**src/rtl/riscv_axi_mem_arbiter_pkg.sv**
```systemverilog
// Shared types and constants for the AXI-Lite / CPU memory arbiter.
package riscv_axi_mem_arbiter_pkg;

    typedef enum logic [1:0] {
        StIdle,
        StRdWait,
        StRdResp,
        StBResp
    } arb_state_e;

    typedef enum logic {
        ReqAxi = 1'b0,
        ReqCpu = 1'b1
    } req_id_e;

    localparam logic [1:0] AXI_RESP_OKAY = 2'b00;

endpackage

```
**src/rtl/riscv_axi_wr_capture.sv**
```systemverilog
// Independent AW and W channel capture; each channel is held until the write
// is granted to memory.
module riscv_axi_wr_capture #(
    parameter int unsigned ADDR_WIDTH = 14,
    parameter int unsigned DATA_WIDTH = 32
) (
    input  logic                    riscv_cpu_clk,
    input  logic                    riscv_cpu_reset,
    input  logic                    accept_en,
    input  logic                    clear,
    input  logic [ADDR_WIDTH-1:0]   awaddr,
    input  logic                    awvalid,
    output logic                    awready,
    input  logic [DATA_WIDTH-1:0]   wdata,
    input  logic [DATA_WIDTH/8-1:0] wstrb,
    input  logic                    wvalid,
    output logic                    wready,
    output logic                    aw_held,
    output logic                    w_held,
    output logic [ADDR_WIDTH-3:0]   held_word_addr,
    output logic [DATA_WIDTH-1:0]   held_data,
    output logic [DATA_WIDTH/8-1:0] held_strb
);

    logic                    aw_held_q, w_held_q;
    logic [ADDR_WIDTH-3:0]   addr_q;
    logic [DATA_WIDTH-1:0]   data_q;
    logic [DATA_WIDTH/8-1:0] strb_q;
    logic                    unused_awaddr_lsbs;

    assign unused_awaddr_lsbs = ^awaddr[1:0];

    assign awready        = accept_en && !aw_held_q;
    assign wready         = accept_en && !w_held_q;
    assign aw_held        = aw_held_q;
    assign w_held         = w_held_q;
    assign held_word_addr = addr_q;
    assign held_data      = data_q;
    assign held_strb      = strb_q;

    // clear only fires with both channels held, so it never races a new capture
    always_ff @(posedge riscv_cpu_clk or posedge riscv_cpu_reset) begin
        if (riscv_cpu_reset) begin
            aw_held_q <= 1'b0;
            w_held_q  <= 1'b0;
            addr_q    <= '0;
            data_q    <= '0;
            strb_q    <= '0;
        end else begin
            if (clear) begin
                aw_held_q <= 1'b0;
                w_held_q  <= 1'b0;
            end
            if (awvalid && awready) begin
                aw_held_q <= 1'b1;
                addr_q    <= awaddr[ADDR_WIDTH-1:2];
            end
            if (wvalid && wready) begin
                w_held_q <= 1'b1;
                data_q   <= wdata;
                strb_q   <= wstrb;
            end
        end
    end

endmodule

```
**src/rtl/riscv_axi_mem_arbiter.sv**
```systemverilog
// Arbitrates a single-port word memory between an AXI4-Lite slave and the CPU
// data port, alternating under contention.
module riscv_axi_mem_arbiter
    import riscv_axi_mem_arbiter_pkg::*;
#(
    parameter int unsigned ADDR_WIDTH = 14,
    parameter int unsigned DATA_WIDTH = 32
) (
    input  logic                    riscv_cpu_clk,
    input  logic                    riscv_cpu_reset,
    input  logic [ADDR_WIDTH-1:0]   riscv_cpu_axi_if_awaddr,
    input  logic                    riscv_cpu_axi_if_awvalid,
    output logic                    riscv_cpu_axi_if_awready,
    input  logic [DATA_WIDTH-1:0]   riscv_cpu_axi_if_wdata,
    input  logic [DATA_WIDTH/8-1:0] riscv_cpu_axi_if_wstrb,
    input  logic                    riscv_cpu_axi_if_wvalid,
    output logic                    riscv_cpu_axi_if_wready,
    output logic [1:0]              riscv_cpu_axi_if_bresp,
    output logic                    riscv_cpu_axi_if_bvalid,
    input  logic                    riscv_cpu_axi_if_bready,
    input  logic [ADDR_WIDTH-1:0]   riscv_cpu_axi_if_araddr,
    input  logic                    riscv_cpu_axi_if_arvalid,
    output logic                    riscv_cpu_axi_if_arready,
    output logic [DATA_WIDTH-1:0]   riscv_cpu_axi_if_rdata,
    output logic [1:0]              riscv_cpu_axi_if_rresp,
    output logic                    riscv_cpu_axi_if_rvalid,
    input  logic                    riscv_cpu_axi_if_rready,
    input  logic                    cpu_req,
    input  logic                    cpu_we,
    input  logic [ADDR_WIDTH-1:0]   cpu_addr,
    input  logic [DATA_WIDTH-1:0]   cpu_wdata,
    input  logic [DATA_WIDTH/8-1:0] cpu_wstrb,
    output logic                    cpu_gnt,
    output logic                    cpu_rvalid,
    output logic [DATA_WIDTH-1:0]   cpu_rdata,
    output logic                    mem_en,
    output logic [DATA_WIDTH/8-1:0] mem_we,
    output logic [ADDR_WIDTH-3:0]   mem_addr,
    output logic [DATA_WIDTH-1:0]   mem_wdata,
    input  logic [DATA_WIDTH-1:0]   mem_rdata
);

    arb_state_e              state_q, state_d;
    req_id_e                 last_grant_q, last_grant_d;
    logic [DATA_WIDTH-1:0]   rdata_q, rdata_d;
    logic [DATA_WIDTH-1:0]   cpu_rdata_q;
    logic                    cpu_rvalid_q;
    logic                    accept_en, wr_clear, aw_held, w_held, wr_pend;
    logic                    ar_open, ar_fire, axi_pend;
    logic [ADDR_WIDTH-3:0]   held_word_addr;
    logic [DATA_WIDTH-1:0]   held_data;
    logic [DATA_WIDTH/8-1:0] held_strb;
    logic                    unused_addr_lsbs;

    assign unused_addr_lsbs = ^{riscv_cpu_axi_if_araddr[1:0], cpu_addr[1:0]};

    riscv_axi_wr_capture #(
        .ADDR_WIDTH (ADDR_WIDTH),
        .DATA_WIDTH (DATA_WIDTH)
    ) u_wr_capture (
        .riscv_cpu_clk   (riscv_cpu_clk),
        .riscv_cpu_reset (riscv_cpu_reset),
        .accept_en       (accept_en),
        .clear           (wr_clear),
        .awaddr          (riscv_cpu_axi_if_awaddr),
        .awvalid         (riscv_cpu_axi_if_awvalid),
        .awready         (riscv_cpu_axi_if_awready),
        .wdata           (riscv_cpu_axi_if_wdata),
        .wstrb           (riscv_cpu_axi_if_wstrb),
        .wvalid          (riscv_cpu_axi_if_wvalid),
        .wready          (riscv_cpu_axi_if_wready),
        .aw_held         (aw_held),
        .w_held          (w_held),
        .held_word_addr  (held_word_addr),
        .held_data       (held_data),
        .held_strb       (held_strb)
    );

    assign accept_en = (state_q == StIdle) && !riscv_cpu_reset;
    assign wr_pend   = aw_held && w_held;
    assign ar_open   = accept_en && !aw_held && !w_held;
    assign axi_pend  = wr_pend || (ar_open && riscv_cpu_axi_if_arvalid);
    // arready is withheld when a contending CPU request owns this cycle
    assign riscv_cpu_axi_if_arready = ar_open && !(cpu_req && last_grant_q == ReqAxi);
    assign ar_fire   = riscv_cpu_axi_if_arvalid && riscv_cpu_axi_if_arready;

    assign riscv_cpu_axi_if_rvalid = (state_q == StRdResp) && !riscv_cpu_reset;
    assign riscv_cpu_axi_if_bvalid = (state_q == StBResp) && !riscv_cpu_reset;
    assign riscv_cpu_axi_if_rresp  = AXI_RESP_OKAY;
    assign riscv_cpu_axi_if_bresp  = AXI_RESP_OKAY;
    assign riscv_cpu_axi_if_rdata  = rdata_q;
    assign cpu_rvalid = cpu_rvalid_q;
    assign cpu_rdata  = cpu_rvalid_q ? mem_rdata : cpu_rdata_q;

    always_comb begin
        state_d      = state_q;
        last_grant_d = last_grant_q;
        rdata_d      = rdata_q;
        cpu_gnt      = 1'b0;
        wr_clear     = 1'b0;
        mem_en       = 1'b0;
        mem_we       = '0;
        mem_addr     = '0;
        mem_wdata    = '0;
        if (!riscv_cpu_reset) begin
            unique case (state_q)
                StIdle: begin
                    if (cpu_req && (!axi_pend || last_grant_q == ReqAxi)) begin
                        cpu_gnt = 1'b1;
                    end else if (wr_pend) begin
                        mem_en       = 1'b1;
                        mem_we       = held_strb;
                        mem_addr     = held_word_addr;
                        mem_wdata    = held_data;
                        wr_clear     = 1'b1;
                        last_grant_d = ReqAxi;
                        state_d      = StBResp;
                    end else if (ar_fire) begin
                        mem_en       = 1'b1;
                        mem_addr     = riscv_cpu_axi_if_araddr[ADDR_WIDTH-1:2];
                        last_grant_d = ReqAxi;
                        state_d      = StRdWait;
                    end
                end
                StRdWait: begin
                    rdata_d = mem_rdata;
                    state_d = StRdResp;
                end
                StRdResp: begin
                    cpu_gnt = cpu_req;
                    if (riscv_cpu_axi_if_rready) state_d = StIdle;
                end
                StBResp: begin
                    cpu_gnt = cpu_req;
                    if (riscv_cpu_axi_if_bready) state_d = StIdle;
                end
                default: state_d = StIdle;
            endcase
            if (cpu_gnt) begin
                mem_en       = 1'b1;
                mem_we       = cpu_we ? cpu_wstrb : '0;
                mem_addr     = cpu_addr[ADDR_WIDTH-1:2];
                mem_wdata    = cpu_wdata;
                last_grant_d = ReqCpu;
            end
        end
    end

    always_ff @(posedge riscv_cpu_clk or posedge riscv_cpu_reset) begin
        if (riscv_cpu_reset) begin
            state_q      <= StIdle;
            last_grant_q <= ReqCpu;
            rdata_q      <= '0;
            cpu_rvalid_q <= 1'b0;
            cpu_rdata_q  <= '0;
        end else begin
            state_q      <= state_d;
            last_grant_q <= last_grant_d;
            rdata_q      <= rdata_d;
            cpu_rvalid_q <= cpu_gnt && !cpu_we;
            if (cpu_rvalid_q) cpu_rdata_q <= mem_rdata;
        end
    end

endmodule

```
**config.mk**
```make
export PLATFORM = sky130hd
export DESIGN_NAME = riscv_axi_mem_arbiter
export DESIGN_NICKNAME = d
export VERILOG_FILES = /design/src/rtl/riscv_axi_mem_arbiter_pkg.sv /design/src/rtl/riscv_axi_wr_capture.sv /design/src/rtl/riscv_axi_mem_arbiter.sv
export SDC_FILE = /design/constraint.sdc
export NUM_CORES = 1
export LEC_CHECK = 0
export ABC_AREA = 1
export CAP_MARGIN = 20
export CORE_UTILIZATION = 30
export CTS_CLUSTER_SIZE = 24
export DETAILED_ROUTE_END_ITERATION = 6
export PLACE_DENSITY = 0.72
export SLEW_MARGIN = 20
export SYNTH_ARGS = -nofsm -noshare
export SYNTH_HDL_FRONTEND = slang
export SYNTH_SLANG_ARGS = --single-unit
```
**constraint.sdc**
```tcl
create_clock -name riscv_cpu_clk -period 18.3 [get_ports riscv_cpu_clk]
set_input_delay 5.49 -clock riscv_cpu_clk [delete_from_list [all_inputs] [get_ports riscv_cpu_clk]]
set_output_delay 5.49 -clock riscv_cpu_clk [all_outputs]
set_load 0.02 [all_outputs]
```
==> impl_metrics.ini <==
[setup_path]
r2r_start = u_wr_capture.w_held
crit_path_start = riscv_cpu_reset
startpoint_type = primary input
cp.arrival_ns = 9.40
rr_worst_depth = 7
crit_required_ns = 12.81
r2r_slack_ns = 15.70
rr_endpoint = cpu_rvalid
critical_path.max_fanout = 83
crit_type = in -> out
crit_path_end_kind = output port

[sta]
rsz0062_at_grt = false
finalSetupViolCount = 0
hold_viol_final = 0
skew_ns = 0.009214
fin_crit_ns = 14.89
fin_tns_setup_ns = 0
worstMarginPinSlew_ns = 0.8226
slew_viol_final = 0
period_share_pct = 81.35
slew_headroom_pct = 45.08
clock.fmax_mhz = 67.17
holdWs_ns = 0.4776

[finish]
final_cell_area_mm2 = 0.008881
area_delta_synth_final_pct = 62.35
drive_above_1_share_pct = 6.587
fillers = 1748
layout_common_cells = clkdlybuf4s50_1 (268), nand2_1 (144), dfrtp_1 (116)
n_antenna_cell = 0
final_nets = 1068
layout_commonest_cell = clkdlybuf4s50_1
stdcell_count = 1155

[power_and_ir_drop]
switching_share_pct = 37.53
p_clk_share_pct = 24.5
p_switching_uw = 526.8
p_int_uw = 876.9
p_leak_uw = 0.003993
peakVddDrop_uv = 100.7
power_frac_comb_pct = 44.3
finalPower_uw = 1404
power_frac_seq_pct = 31.1
p_per_area_mw_per_mm2 = 158.1

[route]
drt_iter0_drc = 208
vias = 5180
antenna_left = 0
via_per_inst = 4.485
wl_per_cell_um = 14.15
drc = 0
drt-pass1-iter-count = 4
drt_wl_total_um = 16340

[synthesis]
netlist.area_leader.share_pct = 53.52
synth_flop_cell = dfrtp_1
avgSynthCellArea_um2 = 8.276
syn_area_mm2 = 0.005470
synthTopCellsByArea = dfrtp_1 (54%), nand2_1 (9.9%), o21ai_0 (8.0%), inv_1 (6.2%), a21oi_1 (4.8%)
yosysTopAreaCell = dfrtp_1
ys_async_sr_fraction_pct = 100.0
synth_edf_count = 0
synthCells = 661
yosysSeqAreaShare_pct = 54.00
yosysUniqueCellTypes = 30
yosysWarnings = 0
ys_seq_elements = 118

[global_route]
grt_pass1_wl_um = 24840
antenna_found_initial = 0
track_usage_pct = 17.35
grt_pass1_vias = 4969
grt_max_degree = 84
overflow = 0

[min_path]
min_from = u_wr_capture.held_data[31]
worstHoldEndpoint = u_wr_capture.held_data[31]
hold-path-cell-count = 2
hp-class = reg -> reg

[clock_network]
clk_latency_ns = 0.41
cts_resized = 0
htreeDepth = 4
cts-buffers-inserted = 17
cts_root_buf = clkbuf_16
cts_tree = built
clock_sinks = 118
clk_pin_slew_ns = 0.05
hold_buffers = 0
cts_max_path_buffers = 2
post-cts-setup-buffers = 0

[status]
outcome = completed

[floorplan]
fp.coreArea_mm2 = 0.01790
die_x_um = 137.0
die_h_um = 137.0
start_util_pct = 30.56
die-area_mm2 = 0.01878
ios = 279
rows = 49

[placed_design]
place.gp.congestion = 0.7939
post_dp_cell_area_mm2 = 0.008268
portBuffers = 268
placed_cells = 1123
place_hpwl_um = 11570

[job]
cap_violations = 0
==> logic make-up after synthesis <==
group | share of synthesized area [%]
multiplexers | 2.470
AO/OA/AOI/OAI | 14.34
buffers and inverters | 10.34
other | 0.06855
flip-flops | 54.00
AND/OR/NAND/NOR | 18.78
==> area by class of cell <==
type                       count  area, um2  area share, %
tap                          229      286.5          3.226
clock buffer                  18      439.2          4.945
sequential                   118       2955          33.28
multi-input combinational    412       1967          22.15
timing repair buffer         271       2705          30.46
clock inverter                14      173.9          1.958
inverter                      93      354.1          3.987
==> synthesized netlist by cell type, types with 2 or more instances <==
| cell | instances |
|---|---|
| o21ai_0 | 87 |
| inv_2 | 2 |
| buf_1 | 6 |
| nand2_1 | 144 |
| buf_6 | 3 |
| buf_2 | 5 |
| buf_4 | 9 |
| nor3_1 | 2 |
| inv_1 | 91 |
| nand3b_1 | 2 |
| o21ai_1 | 14 |
| nand4_1 | 2 |
| nor2_1 | 39 |
| dfrtp_1 | 117 |
| nand2_4 | 2 |
| clkbuf_1 | 18 |
| mux2_2 | 12 |
| nand3_1 | 41 |
| a21oi_1 | 53 |
| nor2_4 | 2 |
==> layer usage <==
metal	vias to the layer above	share of wire (%)	GRT usage, %
met5	-	0	0
met4	0	1.7	6.532
met3	21	9.5	6.519
met2	188	48	29.49
met1	2368	41	19.68
li1	2603	-	-
==> critical path: stages <==
cell and delay, ns:
clkdlybuf4s50_1 0.84, inv_6 0.39, nand2_4 0.22, nor2_4 0.07, nand3_4 0.15, nand3_2 0.22
nand2_4 0.38, nand2_1 0.57, a21oi_1 0.38, clkdlybuf4s50_1 0.64
==> power by group through the flow <==
stage / registers, uW / clock network, uW / logic [uW]
CTS: 438 / 354 / 630
finish: 437 / 344 / 622
global route: 451 / 364 / 681
detailed placement: 441 / 0 / 626
global placement: 436 / 0 / 620
floorplan: 470 / 0 / 312
==> registers in the layout, indices dropped and copies added, names as in the netlist <==
name / count
cpu_rdata_q: 32
riscv_cpu_axi_if_rdata: 32
u_wr_capture.held_data: 32
u_wr_capture.held_word_addr: 12
u_wr_capture.held_strb: 4
state_q: 2
cpu_rvalid: 1
last_grant_q: 1
u_wr_capture.aw_held: 1
u_wr_capture.w_held: 1
==> worst max path at each step <==
stage / end / slack (ns) / depth (start not counted)
2_1_floorplan: mem_wdata[19] / 3.03 / 4
3_3_place_gp: mem_we[1] / 3.32 / 10
3_5_place_dp: mem_we[1] / 3.34 / 10
4_1_cts: mem_we[1] / 3.33 / 10
5_1_grt: mem_we[1] / 3.10 / 10
6_report: mem_we[1] / 3.41 / 10
==> through the flow <==
stage	utilization (%)	setup WS [ns]
3_5_place_dp	46.18	3.339
2_1_floorplan	-	3.027
6_report	49.61	3.412
4_1_cts	49.61	3.328
5_1_grt	49.61	3.099
3_3_place_gp	46.18	3.322
No activity file was read; power rests on OpenSTA's default activity.
